[src/rtl/lu_or_nor_sequencer_if.sv]
// Request/operand/result bundle for the serial OR/NOR sequencer.
// Two requesters share one bit-serial logic unit.
interface lu_or_nor_sequencer_if #(
  parameter int WIDTH = 4
);
  logic             req0;
  logic             req1;
  logic             op0;
  logic             op1;
  logic [WIDTH-1:0] a0;
  logic [WIDTH-1:0] b0;
  logic [WIDTH-1:0] a1;
  logic [WIDTH-1:0] b1;
  logic             gnt0;
  logic             gnt1;
  logic             busy;
  logic             done;
  logic             owner;
  logic [WIDTH-1:0] result;

  modport master (
    output req0, req1, op0, op1,
    output a0, b0, a1, b1,
    input  gnt0, gnt1, busy, done,
    input  owner, result
  );

  modport slave (
    input  req0, req1, op0, op1,
    input  a0, b0, a1, b1,
    output gnt0, gnt1, busy, done,
    output owner, result
  );
endinterface

[src/rtl/lu_or_nor_sequencer.sv]
// Round-robin two-requester sequencer feeding one 1-bit OR/NOR unit.
// Operands are processed LSB first; result is published on DONE.
module lu_or_nor_sequencer #(
  parameter int WIDTH = 4
) (
  input logic                  clk,
  input logic                  reset,
  lu_or_nor_sequencer_if.slave bus
);
  localparam int CW = (WIDTH > 2) ? $clog2(WIDTH) : 1;

  typedef enum logic [1:0] {
    IDLE,
    BIT,
    DONE
  } state_t;

  state_t           state, state_n;
  logic             gnt0, gnt0_n;
  logic             gnt1, gnt1_n;
  logic             busy, busy_n;
  logic             done, done_n;
  logic             owner, owner_n;
  logic             prio, prio_n;
  logic             op, op_n;
  logic [WIDTH-1:0] a, a_n;
  logic [WIDTH-1:0] b, b_n;
  logic [WIDTH-1:0] sh, sh_n;
  logic [WIDTH-1:0] result, result_n;
  logic [CW-1:0]    cnt, cnt_n;
  logic             win;
  logic             lu_bit;

  // The one and only logic unit.
  assign lu_bit = op ? ~(a[cnt] | b[cnt]) : (a[cnt] | b[cnt]);

  always_comb begin
    state_n  = state;
    gnt0_n   = 1'b0;
    gnt1_n   = 1'b0;
    busy_n   = busy;
    done_n   = 1'b0;
    owner_n  = owner;
    prio_n   = prio;
    op_n     = op;
    a_n      = a;
    b_n      = b;
    sh_n     = sh;
    result_n = result;
    cnt_n    = cnt;
    win      = (bus.req0 && bus.req1) ? prio : bus.req1;
    unique case (state)
      IDLE: begin
        busy_n = 1'b0;
        if (bus.req0 || bus.req1) begin
          state_n = BIT;
          gnt0_n  = ~win;
          gnt1_n  = win;
          busy_n  = 1'b1;
          owner_n = win;
          prio_n  = ~win;
          op_n    = win ? bus.op1 : bus.op0;
          a_n     = win ? bus.a1 : bus.a0;
          b_n     = win ? bus.b1 : bus.b0;
          sh_n    = '0;
          cnt_n   = '0;
        end
      end
      BIT: begin
        sh_n  = {lu_bit, sh[WIDTH-1:1]};
        cnt_n = cnt + CW'(1);
        if (cnt == CW'(WIDTH - 1)) begin
          state_n  = DONE;
          result_n = {lu_bit, sh[WIDTH-1:1]};
          done_n   = 1'b1;
        end
      end
      DONE: begin
        state_n = IDLE;
        busy_n  = 1'b0;
      end
      default: begin
        state_n = IDLE;
        busy_n  = 1'b0;
      end
    endcase
  end

  // prio resets to 0 so requester 0 wins the first tie.
  always_ff @(posedge clk or posedge reset) begin
    if (reset) begin
      state  <= IDLE;
      gnt0   <= 1'b0;
      gnt1   <= 1'b0;
      busy   <= 1'b0;
      done   <= 1'b0;
      owner  <= 1'b0;
      prio   <= 1'b0;
      op     <= 1'b0;
      a      <= '0;
      b      <= '0;
      sh     <= '0;
      result <= '0;
      cnt    <= '0;
    end else begin
      state  <= state_n;
      gnt0   <= gnt0_n;
      gnt1   <= gnt1_n;
      busy   <= busy_n;
      done   <= done_n;
      owner  <= owner_n;
      prio   <= prio_n;
      op     <= op_n;
      a      <= a_n;
      b      <= b_n;
      sh     <= sh_n;
      result <= result_n;
      cnt    <= cnt_n;
    end
  end

  assign bus.gnt0   = gnt0;
  assign bus.gnt1   = gnt1;
  assign bus.busy   = busy;
  assign bus.done   = done;
  assign bus.owner  = owner;
  assign bus.result = result;
endmodule

[src/flat_wrapper.sv]
// flat-port wrapper written by rule: the top's interface ports become plain ports
module lu_or_nor_sequencer_flat 
#(
  parameter int WIDTH = 4
)
  (clk, reset, bus_req0, bus_req1, bus_op0, bus_op1, bus_a0, bus_b0, bus_a1, bus_b1, bus_gnt0, bus_gnt1, bus_busy, bus_done, bus_owner, bus_result);
  lu_or_nor_sequencer_if #(.WIDTH(WIDTH)) bus_i ();
  input logic clk;
  input logic reset;
  input wire logic [$bits(bus_i.req0)-1:0] bus_req0;
  input wire logic [$bits(bus_i.req1)-1:0] bus_req1;
  input wire logic [$bits(bus_i.op0)-1:0] bus_op0;
  input wire logic [$bits(bus_i.op1)-1:0] bus_op1;
  input wire logic [$bits(bus_i.a0)-1:0] bus_a0;
  input wire logic [$bits(bus_i.b0)-1:0] bus_b0;
  input wire logic [$bits(bus_i.a1)-1:0] bus_a1;
  input wire logic [$bits(bus_i.b1)-1:0] bus_b1;
  output wire logic [$bits(bus_i.gnt0)-1:0] bus_gnt0;
  output wire logic [$bits(bus_i.gnt1)-1:0] bus_gnt1;
  output wire logic [$bits(bus_i.busy)-1:0] bus_busy;
  output wire logic [$bits(bus_i.done)-1:0] bus_done;
  output wire logic [$bits(bus_i.owner)-1:0] bus_owner;
  output wire logic [$bits(bus_i.result)-1:0] bus_result;
  assign bus_i.req0 = bus_req0;
  assign bus_i.req1 = bus_req1;
  assign bus_i.op0 = bus_op0;
  assign bus_i.op1 = bus_op1;
  assign bus_i.a0 = bus_a0;
  assign bus_i.b0 = bus_b0;
  assign bus_i.a1 = bus_a1;
  assign bus_i.b1 = bus_b1;
  assign bus_gnt0 = bus_i.gnt0;
  assign bus_gnt1 = bus_i.gnt1;
  assign bus_busy = bus_i.busy;
  assign bus_done = bus_i.done;
  assign bus_owner = bus_i.owner;
  assign bus_result = bus_i.result;
  lu_or_nor_sequencer #(.WIDTH(WIDTH)) u_core (.clk(clk), .reset(reset), .bus(bus_i));
endmodule
[config.mk]
export PLATFORM = sky130hd
export DESIGN_NAME = lu_or_nor_sequencer_flat
export DESIGN_NICKNAME = d
export VERILOG_FILES = /design/src/rtl/lu_or_nor_sequencer_if.sv /design/src/rtl/lu_or_nor_sequencer.sv /design/src/flat_wrapper.sv
export SDC_FILE = /design/constraint.sdc
export NUM_CORES = 1
export LEC_CHECK = 0
export BUFFER_PORTS_ARGS = -buffer_cell sky130_fd_sc_hd__buf_4
export CORE_MARGIN = 10
export CORE_UTILIZATION = 47
export CTS_BUF_LIST = sky130_fd_sc_hd__clkbuf_2
export DETAILED_ROUTE_END_ITERATION = 16
export HOLD_SLACK_MARGIN = 0.05
export PLACE_DENSITY_LB_ADDON = 0.15
export RECOVER_POWER = 50
export SYNTH_ARGS = -nofsm -noshare
export SYNTH_HDL_FRONTEND = slang
export SYNTH_SLANG_ARGS = --single-unit
[constraint.sdc]
create_clock -name clk -period 1.3 [get_ports clk]
set_input_delay 0.065 -clock clk [delete_from_list [all_inputs] [get_ports clk]]
set_output_delay 0.065 -clock clk [all_outputs]
set_load 0.05 [all_outputs]
==> run_results.csv, run 1 <==
group,metric,value,unit
synthesis,ys_ff_latch,26,
worst_setup_path,cp-end-kind,"register",
clock_tree,clock-root-buffer,"clkbuf_2",
route,totalWireLength,2.56,mm
power_and_ir_drop,p_per_area,2130,nW/um2
synthesis,yosysUniqueCellTypes,24,
worst_setup_path,path_buf_inv,0,
route,remaining_drc_errors,0,
sta,tightest_slew,637,ps
layout,area_delta_synth_final,48.2,%
worst_setup_path,cp.arrival,1620,ps
route,drt_iter0_drc,30,
hold_path,hp-class,"input pin to asynchronous set/reset pin",
sta,finalCriticalPeriod,1340,ps
flow_run,drv_cap,0,
synthesis,avgSynthCellArea,11.0,um2
die,die_w,68.3,um
die,coreArea,2210,um2
placement,numPortBuffers,30,
worst_setup_path,critical_path_class,"register to register",
global_routing,antenna_found_initial,0,
sta,slew_violations,0,
synthesis,ys_warn_count,0,
sta,slew_headroom,57.6,%
global_routing,grt_usage,11.6,%
worst_setup_path,crit_fanout,3,
power_and_ir_drop,ir_drop,1.50,mV
synthesis,netlist_instances,100,
die,rows,17,
global_routing,grt_first_pass_wirelength,4.14,mm
layout,layout.nets,182,
clock_tree,numClockSinks,26,
layout,num_antenna_cells,0,
power_and_ir_drop,p_total,3.46,mW
synthesis,synth_top_area_cell,"dfrtp_1",
sta,hold_viol,0,
die,initial_core_util,49.7,%
sta,setup_viol,2,
clock_tree,clk_latency,340,ps
synthesis,synth_nets,123,
clock_tree,clkTransAtPathRegs,230,ps
global_routing,overflow,0,
global_routing,grt_max_degree,27,
clock_tree,cts_tree,"done",
worst_setup_path,cp_cell_sequence,"mux4_2 -> xor2_2 -> o21ai_1",
global_routing,grt_pass1_vias,939,
worst_setup_path,max_stage_delay,540,ps
status,status,"finished, violations left",
clock_tree,cts-htree-levels,1,
placement,hpwlAfterDp,1.64,mm
die,ioPinCount,31,
sta,setup_ws,-37.0,ps
route,detail-route-antenna-nets,0,
clock_tree,clock_path_buffers,2,
sta,post-route-period-util,103,%
power_and_ir_drop,p_leak,0.845,nW
route,wl_per_cell,13.9,um
synthesis,yosysSeqAreaShare,59.2,%
layout,fin_util,73.6,%
sta,rsz0062_at_grt,"true",
synthesis,syn_area,1100,um2
worst_setup_path,crit_slowest_cell,"mux4_2",
route,via_count,901,
layout,drive_gt1_share,29.3,%
synthesis,synth_area_leaders,"dfrtp_1 59%, mux2i_1 8.2%, nand2_1 6.5%",
die,die-area,4670,um2
sta,fmax,748,MHz
die,die_h,68.3,um
worst_setup_path,required,1590,ps
route,firstDrtPassIters,4,
sta,clock_skew,5.07,ps
synthesis,synth_top_area_share,59.2,%
route,vias_per_cell,4.87,
worst_setup_path,critical-path-top-delay-family,"multiplexers",
clock_tree,cts_made_buffers,3,
worst_setup_path,start_kind,"register",
placement,gp_congestion,0.792,
status,violations,"negative setup slack",
layout,fillerInstances,168,
-- worst paths after layout --
kind	start	end	slack [ps]	cells after the start
worst max-delay path	u_core.cnt[1]$_DFFE_PP0P_	u_core.bus.result[3]$_DFFE_PP0P_	-40	3
worst min-delay path	reset	u_core.b[3]$_DFFE_PP0P_	410	4
worst max register to register	u_core.cnt[1]$_DFFE_PP0P_	u_core.bus.result[3]$_DFFE_PP0P_	-40	3
worst min register to register	u_core.bus.busy$_DFFE_PP0N_	u_core.bus.busy$_DFFE_PP0N_	500	2
max in group asynchronous	reset	u_core.sh[3]$_DFFE_PP0P_	490	4
min in group clk	bus_req1	u_core.prio$_DFFE_PP0P_	490	3
-- per-stage QoR --
stage | area (um2) | setup WS, ps | hold WS (ps) | setup TNS [ps] | instances
after floorplan | 1100 | 67.3 | 105 | 0 | 100
after global placement | 1380 | 42.5 | 142 | 0 | 160
after detailed placement | 1380 | -11.7 | 147 | -19.8 | 160
after CTS | 1620 | -35.5 | 302 | -52.8 | 184
after global routing | 1630 | -82.0 | 467 | -843 | 185
final | 1630 | -37.0 | 405 | -60.8 | 185
-- layer usage --
metal  vias up  GRT usage (%)  wire (um)
met5         -              0          0
met4         0           5.03         20
met3         4           2.61        140
met2        22           21.6       1370
met1       422           12.1       1030
li1        453              -          -
-- power breakdown --
group | switching [mW] | internal (mW) | leakage (nW)
clock network | 0.226 | 0.0628 | 0.0125
registers | 0.229 | 1.18 | 0.324
logic | 1.04 | 0.722 | 0.509
total | 1.50 | 1.96 | 0.845
-- flip-flops by register name, indices dropped and copies added, names as in the netlist --
signal             flops
u_core.a               4
u_core.b               4
u_core.bus.busy        1
u_core.bus.done        1
u_core.bus.gnt0        1
u_core.bus.gnt1        1
u_core.bus.owner       1
u_core.bus.result      4
u_core.cnt             2
u_core.op              1
u_core.prio            1
u_core.sh              3
u_core.state           2
-- synth_stat cells --
master,number
dfrtp_1,26
nand2_1,19
o21ai_1,12
mux2i_1,9
nand3_1,5
nor2_1,5
inv_1,3
mux2_1,3
buf_2,2
o21ai_0,2
a21o_1,1
a21oi_1,1
a31oi_1,1
buf_4,1
clkbuf_1,1
ha_1,1
inv_2,1
mux4_2,1
nand2b_1,1
nor2b_1,1
nor2b_4,1
nor3_1,1
o21ai_2,1
xor2_1,1
-- cell families (layout without fill, tap and decap cells) --
family / after synthesis / in the layout / synth area share [%]
flops: 26 / 26 / 59.2
simple gates: 33 / 33 / 13.3
fa+ha+maj: 1 / 1 / 1.14
buf+inv: 8 / 65 / 3.30
xor+xnor: 1 / 1 / 0.797
mux: 13 / 13 / 13.3
compound gates: 18 / 18 / 8.88
-- worst reg2reg max path, cell delays in order, from the launching register on --
cell	delay [ps]
dfrtp_1	450
mux4_2	540
xor2_2	170
o21ai_1	120
-- cell type report --
class | instances | area [um2] | share of cell area [%]
Timing Repair Buffer | 58 | 489 | 30.1
Clock buffer | 3 | 15.0 | 0.922
Inverter | 4 | 15.0 | 0.922
Tap cell | 28 | 35.0 | 2.15
Sequential cell | 26 | 651 | 40.0
Multi-Input combinational cell | 66 | 423 | 26.0
-- layout by cell type (no fill, tap or decap), drive strengths merged, types with 2 or more instances in the layout --
cell type and count:
nor2 5, mux2 3, buf 35, dfrtp 26
clkbuf 5, inv 4, nor2b 2, mux2i 9
dlygate4sd3 21, o21ai 15, nand3 5, nand2 19
-- timing repair --
item	in CTS	in global routing
buffers inserted	0	0
endpoints found under the hold margin	37	0
resized for setup	1	5
gates cloned	0	1
hold buffers	21	0
setup endpoints to repair	2	17
pin swaps	0	0
No activity file was read; power rests on OpenSTA's default activity.
==> inputs of run 2 (changes only) <==
--- a/config.mk
+++ b/config.mk
@@ -7,7 +7,7 @@
 export LEC_CHECK = 0
 export BUFFER_PORTS_ARGS = -buffer_cell sky130_fd_sc_hd__buf_4
 export CORE_MARGIN = 10
-export CORE_UTILIZATION = 47
+export CORE_UTILIZATION = 57
 export CTS_BUF_LIST = sky130_fd_sc_hd__clkbuf_2
 export DETAILED_ROUTE_END_ITERATION = 16
 export HOLD_SLACK_MARGIN = 0.05
==> constraint.sdc (replaced) <==
create_clock -name clk -period 1.55 [get_ports clk]
set_input_delay 0.0775 -clock clk [delete_from_list [all_inputs] [get_ports clk]]
set_output_delay 0.0775 -clock clk [all_outputs]
set_load 0.05 [all_outputs]
==> run_results.csv, run 2 (synthesis results as in run 1) <==
group,metric,value,unit
status,status,"completed",
sta,setup_viol,0,
worst_setup_path,cp.arrival,1670,ps
worst_setup_path,rr_worst_depth,3,
global_routing,overflow,0,
power_and_ir_drop,p_total,2.91,mW
sta,slew_headroom,58.8,%
route,firstDrtPassIters,4,
worst_setup_path,timing.rr.start,"u_core.cnt[1]$_DFFE_PP0P_",
global_routing,grt_max_degree,28,
die,die-area,4080,um2
flow_run,drv_cap,0,
sta,post-route-period-util,90.8,%
route,via_count,974,
route,wl_per_cell,17.9,um
clock_tree,clock-root-buffer,"clkbuf_2",
die,die_w,63.9,um
worst_setup_path,cp-end-kind,"register",
clock_tree,clkTransAtPathRegs,230,ps
clock_tree,numClockSinks,26,
layout,reg_top3,"u_core.a (4), u_core.b (4), u_core.bus.result (4)",
power_and_ir_drop,p_leak,0.806,nW
sta,rsz0062_at_grt,"false",
die,initial_core_util,61.6,%
layout,fillerInstances,79,
route,vias_per_cell,5.47,
power_and_ir_drop,p_per_area,1860,nW/um2
worst_setup_path,start_kind,"register",
worst_setup_path,cp_cell_sequence,"mux4_2 -> xor2_1 -> o21ai_1",
sta,hold_viol,0,
power_and_ir_drop,ir_drop,1.14,mV
hold_path,hp-class,"input pin to asynchronous set/reset pin",
worst_setup_path,path_buf_inv,0,
die,rows,15,
clock_tree,cts_tree,"done",
clock_tree,clock_path_buffers,2,
worst_setup_path,required,1810,ps
worst_setup_path,critical_path_class,"register to register",
global_routing,grt_first_pass_wirelength,5.24,mm
layout,drive_gt1_share,22.9,%
placement,gp_congestion,0.789,
worst_setup_path,reg2reg_to,"u_core.sh[3]$_DFFE_PP0P_",
sta,slew_violations,0,
placement,numPortBuffers,30,
global_routing,antenna_found_initial,0,
sta,finalCriticalPeriod,1410,ps
layout,num_antenna_cells,0,
placement,hpwlAfterDp,1.85,mm
route,remaining_drc_errors,0,
worst_setup_path,crit_fanout,3,
route,detail-route-antenna-nets,0,
clock_tree,clk_latency,360,ps
global_routing,grt_usage,16.3,%
layout,layout_common_cells,"26 x buf_4, 26 x dfrtp_1, 21 x dlygate4sd3_1",
worst_setup_path,max_stage_delay,540,ps
layout,ff_latch_area,651,um2
layout,area_delta_synth_final,42.7,%
die,die_h,63.9,um
sta,fmax,711,MHz
sta,clock_skew,11.4,ps
route,drt_iter0_drc,40,
sta,tightest_slew,615,ps
clock_tree,cts-htree-levels,1,
layout,multi_input_area,419,um2
layout,layout.nets,177,
global_routing,grt_pass1_vias,1116,
sta,setup_tns,0,ps
clock_tree,cts_made_buffers,3,
die,ioPinCount,31,
die,coreArea,1780,um2
clock_tree,post-cts-setup-buffers,0,
route,totalWireLength,3.19,mm
worst_setup_path,reg2reg_setup_slack,140,ps
worst_setup_path,crit_slowest_cell,"mux4_2",
worst_setup_path,critical-path-top-delay-family,"multiplexers",
## run 2: cell count changes in the layout (fill, tap and decap cells not counted)
| cell | previous run | this run |
|---|---|---|
| buf_4 | 34 | 26 |
| buf_6 | 1 | 0 |
| clkbuf_1 | 0 | 4 |
| clkinv_1 | 0 | 1 |
| o21ai_1 | 11 | 12 |
| o21ai_2 | 2 | 0 |
| o21ai_4 | 0 | 1 |
| xor2_1 | 0 | 1 |
| xor2_2 | 1 | 0 |
## run 2: worst max-delay path by stage
stage	start	end	depth (start not counted)
2_1_floorplan	u_core.cnt[1]$_DFFE_PP0P_	u_core.sh[3]$_DFFE_PP0P_	3
3_3_place_gp	u_core.state[1]$_DFFE_PP0P_	u_core.cnt[0]$_DFFE_PP0P_	4
3_5_place_dp	bus_req1	u_core.state[0]$_DFFE_PP0P_	3
5_1_grt	u_core.state[1]$_DFFE_PP0P_	u_core.cnt[0]$_DFFE_PP0P_	4
6_report	u_core.cnt[1]$_DFFE_PP0P_	u_core.sh[3]$_DFFE_PP0P_	3
4_1_cts	bus_req1	u_core.state[0]$_DFFE_PP0P_	4
## run 2: layer usage
metal	vias to the layer above	global-route usage, %	share of wire, %
met5	-	0	0
met4	0	11.2	4.4
met3	15	5.75	8.2
met2	53	29.7	53
met1	461	14.8	35
li1	445	-	-
## run 2: final cells by class
class	count	share of cell area (%)
sequential	26	41.5
timing repair buffer	53	27.6
multi-input combinational	66	26.7
tap	25	2.00
clock buffer	3	0.958
inverter	4	0.958
clock inverter	1	0.239
## run 2: through the flow
step | std cells | utilization [%] | setup WS, ps | hold slack (ps) | area (um2)
after global placement | 153 | 75.6 | 221 | 148 | 1350
final | 178 | 87.9 | 143 | 413 | 1570
after CTS | 178 | 88.5 | 4.86 | 328 | 1580
after global routing | 178 | 87.9 | 46.8 | 479 | 1570
after detailed placement | 153 | 75.6 | 182 | 157 | 1350
after floorplan | 100 | - | 317 | 118 | 1100
## run 2: where the power goes
group	leakage (nW)	total, mW	internal [mW]	switching, mW
Clock	0.0140	0.253	0.0560	0.197
Sequential	0.324	1.22	0.989	0.228
Combinational	0.468	1.44	0.506	0.933
## run 2: repair_timing
item,CTS,global route
hold buffers,21,0
endpoints found under the hold margin,37,0
setup endpoints to repair,0,16
gates resized for setup,0,1
## run 2: worst reg2reg max path, cell delays in order (launching register included)
cell and delay (ps):
dfrtp_1 470, mux4_2 540, xor2_1 210, o21ai_1 80
==> inputs of run 3 (changes only) <==
--- a/config.mk
+++ b/config.mk
@@ -5,14 +5,14 @@
 export SDC_FILE = /design/constraint.sdc
 export NUM_CORES = 1
 export LEC_CHECK = 0
-export BUFFER_PORTS_ARGS = -buffer_cell sky130_fd_sc_hd__buf_4
 export CORE_MARGIN = 10
-export CORE_UTILIZATION = 57
+export CORE_UTILIZATION = 59
 export CTS_BUF_LIST = sky130_fd_sc_hd__clkbuf_2
 export DETAILED_ROUTE_END_ITERATION = 16
+export DONT_BUFFER_PORTS = 1
 export HOLD_SLACK_MARGIN = 0.05
 export PLACE_DENSITY_LB_ADDON = 0.15
-export RECOVER_POWER = 50
+export SLEW_MARGIN = 20
 export SYNTH_ARGS = -nofsm -noshare
 export SYNTH_HDL_FRONTEND = slang
 export SYNTH_SLANG_ARGS = --single-unit
==> run_results.csv, run 3 (synthesis results as in run 1) <==
group,metric,value,unit
sta,tightest_slew,992,ps
clock_tree,clkTransAtPathRegs,220,ps
layout,ff_latch_area,651,um2
layout,fillerInstances,116,
global_routing,antenna_found_initial,0,
route,totalWireLength,2.44,mm
layout,layout_common_cells,"26 x dfrtp_1, 22 x dlygate4sd3_1, 19 x nand2_1",
layout,mostFrequentLayoutCell,"dfrtp_1",
status,status,"completed",
placement,dp_slack,200,ps
clock_tree,cts-htree-levels,1,
route,remaining_drc_errors,0,
global_routing,grt_use_met1,13.1,%
clock_tree,numClockSinks,26,
clock_tree,clock-root-buffer,"clkbuf_2",
die,ioPinCount,31,
global_routing,use_met3,4.24,%
worst_setup_path,start_kind,"register",
layout,layout.nets,151,
layout,reg_top3,"u_core.a (4), u_core.b (4), u_core.bus.result (4)",
sta,clock_skew,1.42,ps
layout,drive_gt1_share,10.3,%
layout,num_antenna_cells,0,
clock_tree,clock_path_buffers,2,
sta,slew_violations,0,
route,wl_per_cell,16.2,um
sta,setup_ws,63.9,ps
route,firstDrtPassIters,4,
global_routing,grtUsageMet2,22.0,%
die,die_h,63.2,um
global_routing,grt_pass1_vias,941,
die,coreArea,1750,um2
route,detail-route-antenna-nets,0,
worst_setup_path,crit_fanout,4,
placement,hpwlAfterDp,1.51,mm
die,initial_core_util,62.9,%
route,via_count,820,
sta,fmax,673,MHz
die,rows,15,
worst_setup_path,cp-end-kind,"register",
clock_tree,cts_tree,"done",
layout,area_delta_synth_final,26.4,%
sta,post-route-period-util,95.9,%
sta,rsz0062_at_grt,"false",
sta,setup_tns,0,ps
global_routing,grt_busiest_layer,"met2",
sta,hold_viol,0,
layout,multi_input_area,419,um2
power_and_ir_drop,ir_drop,1.11,mV
route,drt_iter0_drc,14,
clock_tree,clk_latency,340,ps
die,die-area,3990,um2
flow_run,drv_cap,0,
die,die_w,63.2,um
worst_setup_path,cp.arrival,1790,ps
global_routing,overflow,0,
layout,fin_util,79.6,%
worst_setup_path,required,1850,ps
placement,numPortBuffers,0,
clock_tree,cts_made_buffers,3,
power_and_ir_drop,p_leak,0.693,nW
clock_tree,post-cts-setup-buffers,0,
worst_setup_path,critical_path_class,"register to register",
placement,gp_congestion,0.775,
global_routing,grt_max_degree,28,
hold_path,hp-class,"input pin to register",
global_routing,grt_first_pass_wirelength,4.15,mm
sta,setup_viol,0,
sta,finalCriticalPeriod,1490,ps
route,vias_per_cell,5.43,
power_and_ir_drop,p_per_area,1960,nW/um2
sta,slew_headroom,33.9,%
global_routing,grt_usage,12.7,%
run 3: worst max-delay path: stages (launching register included):
cell	delay (ps)
dfrtp_1	500
nor2_4	140
a21oi_1	80
a31oi_1	160
dlygate4sd3_1	570
run 3: timing repair:
action                                  CTS  global route
resized for setup                         0             2
hold endpoints to repair                 38             0
hold buffers                             22             0
endpoints found under the setup margin    0             1
run 3: per-stage QoR:
step	instances	hold slack [ps]	power [mW]	area, um2
2_1_floorplan	100	118	2.17	1100
3_3_place_gp	126	36.7	2.35	1150
3_5_place_dp	126	38.5	2.41	1150
4_1_cts	151	158	2.70	1380
5_1_grt	151	181	2.93	1390
6_report	151	163	2.72	1390
run 3: layout make-up:
cell class              count  share of cell area [%]
inverters                   4                    1.08
repair buffers             27                    18.6
multi-input cells          66                    30.2
well taps                  25                    2.25
flip-flops and latches     26                    46.8
clock buffers               3                    1.08
run 3: per-layer routing:
metal	vias up	wire, um
li1	387	-
met1	391	926
met2	32	1280
met3	10	160
met4	0	78
met5	-	0
run 3: where the power goes:
group	internal [mW]	leakage, nW	switching (mW)
Sequential	0.985	0.324	0.438
Clock	0.0526	0.0125	0.189
Combinational	0.447	0.357	0.609
Total	1.48	0.693	1.24
run 3: path summary, 6_finish.rpt:
check	cells past startpoint	start	slack, ps	end
max in group asynchronous	3	reset	1090	u_core.a[0]$_DFFE_PP0P_
setup / recovery	4	u_core.state[1]$_DFFE_PP0P_	60	u_core.prio$_DFFE_PP0P_
hold / removal	2	bus_req1	160	u_core.bus.busy$_DFFE_PP0N_
setup reg to reg	4	u_core.state[1]$_DFFE_PP0P_	60	u_core.prio$_DFFE_PP0P_
hold reg to reg	1	u_core.bus.result[0]$_DFFE_PP0P_	520	u_core.bus.result[0]$_DFFE_PP0P_
min in group asynchronous	3	reset	230	u_core.b[3]$_DFFE_PP0P_
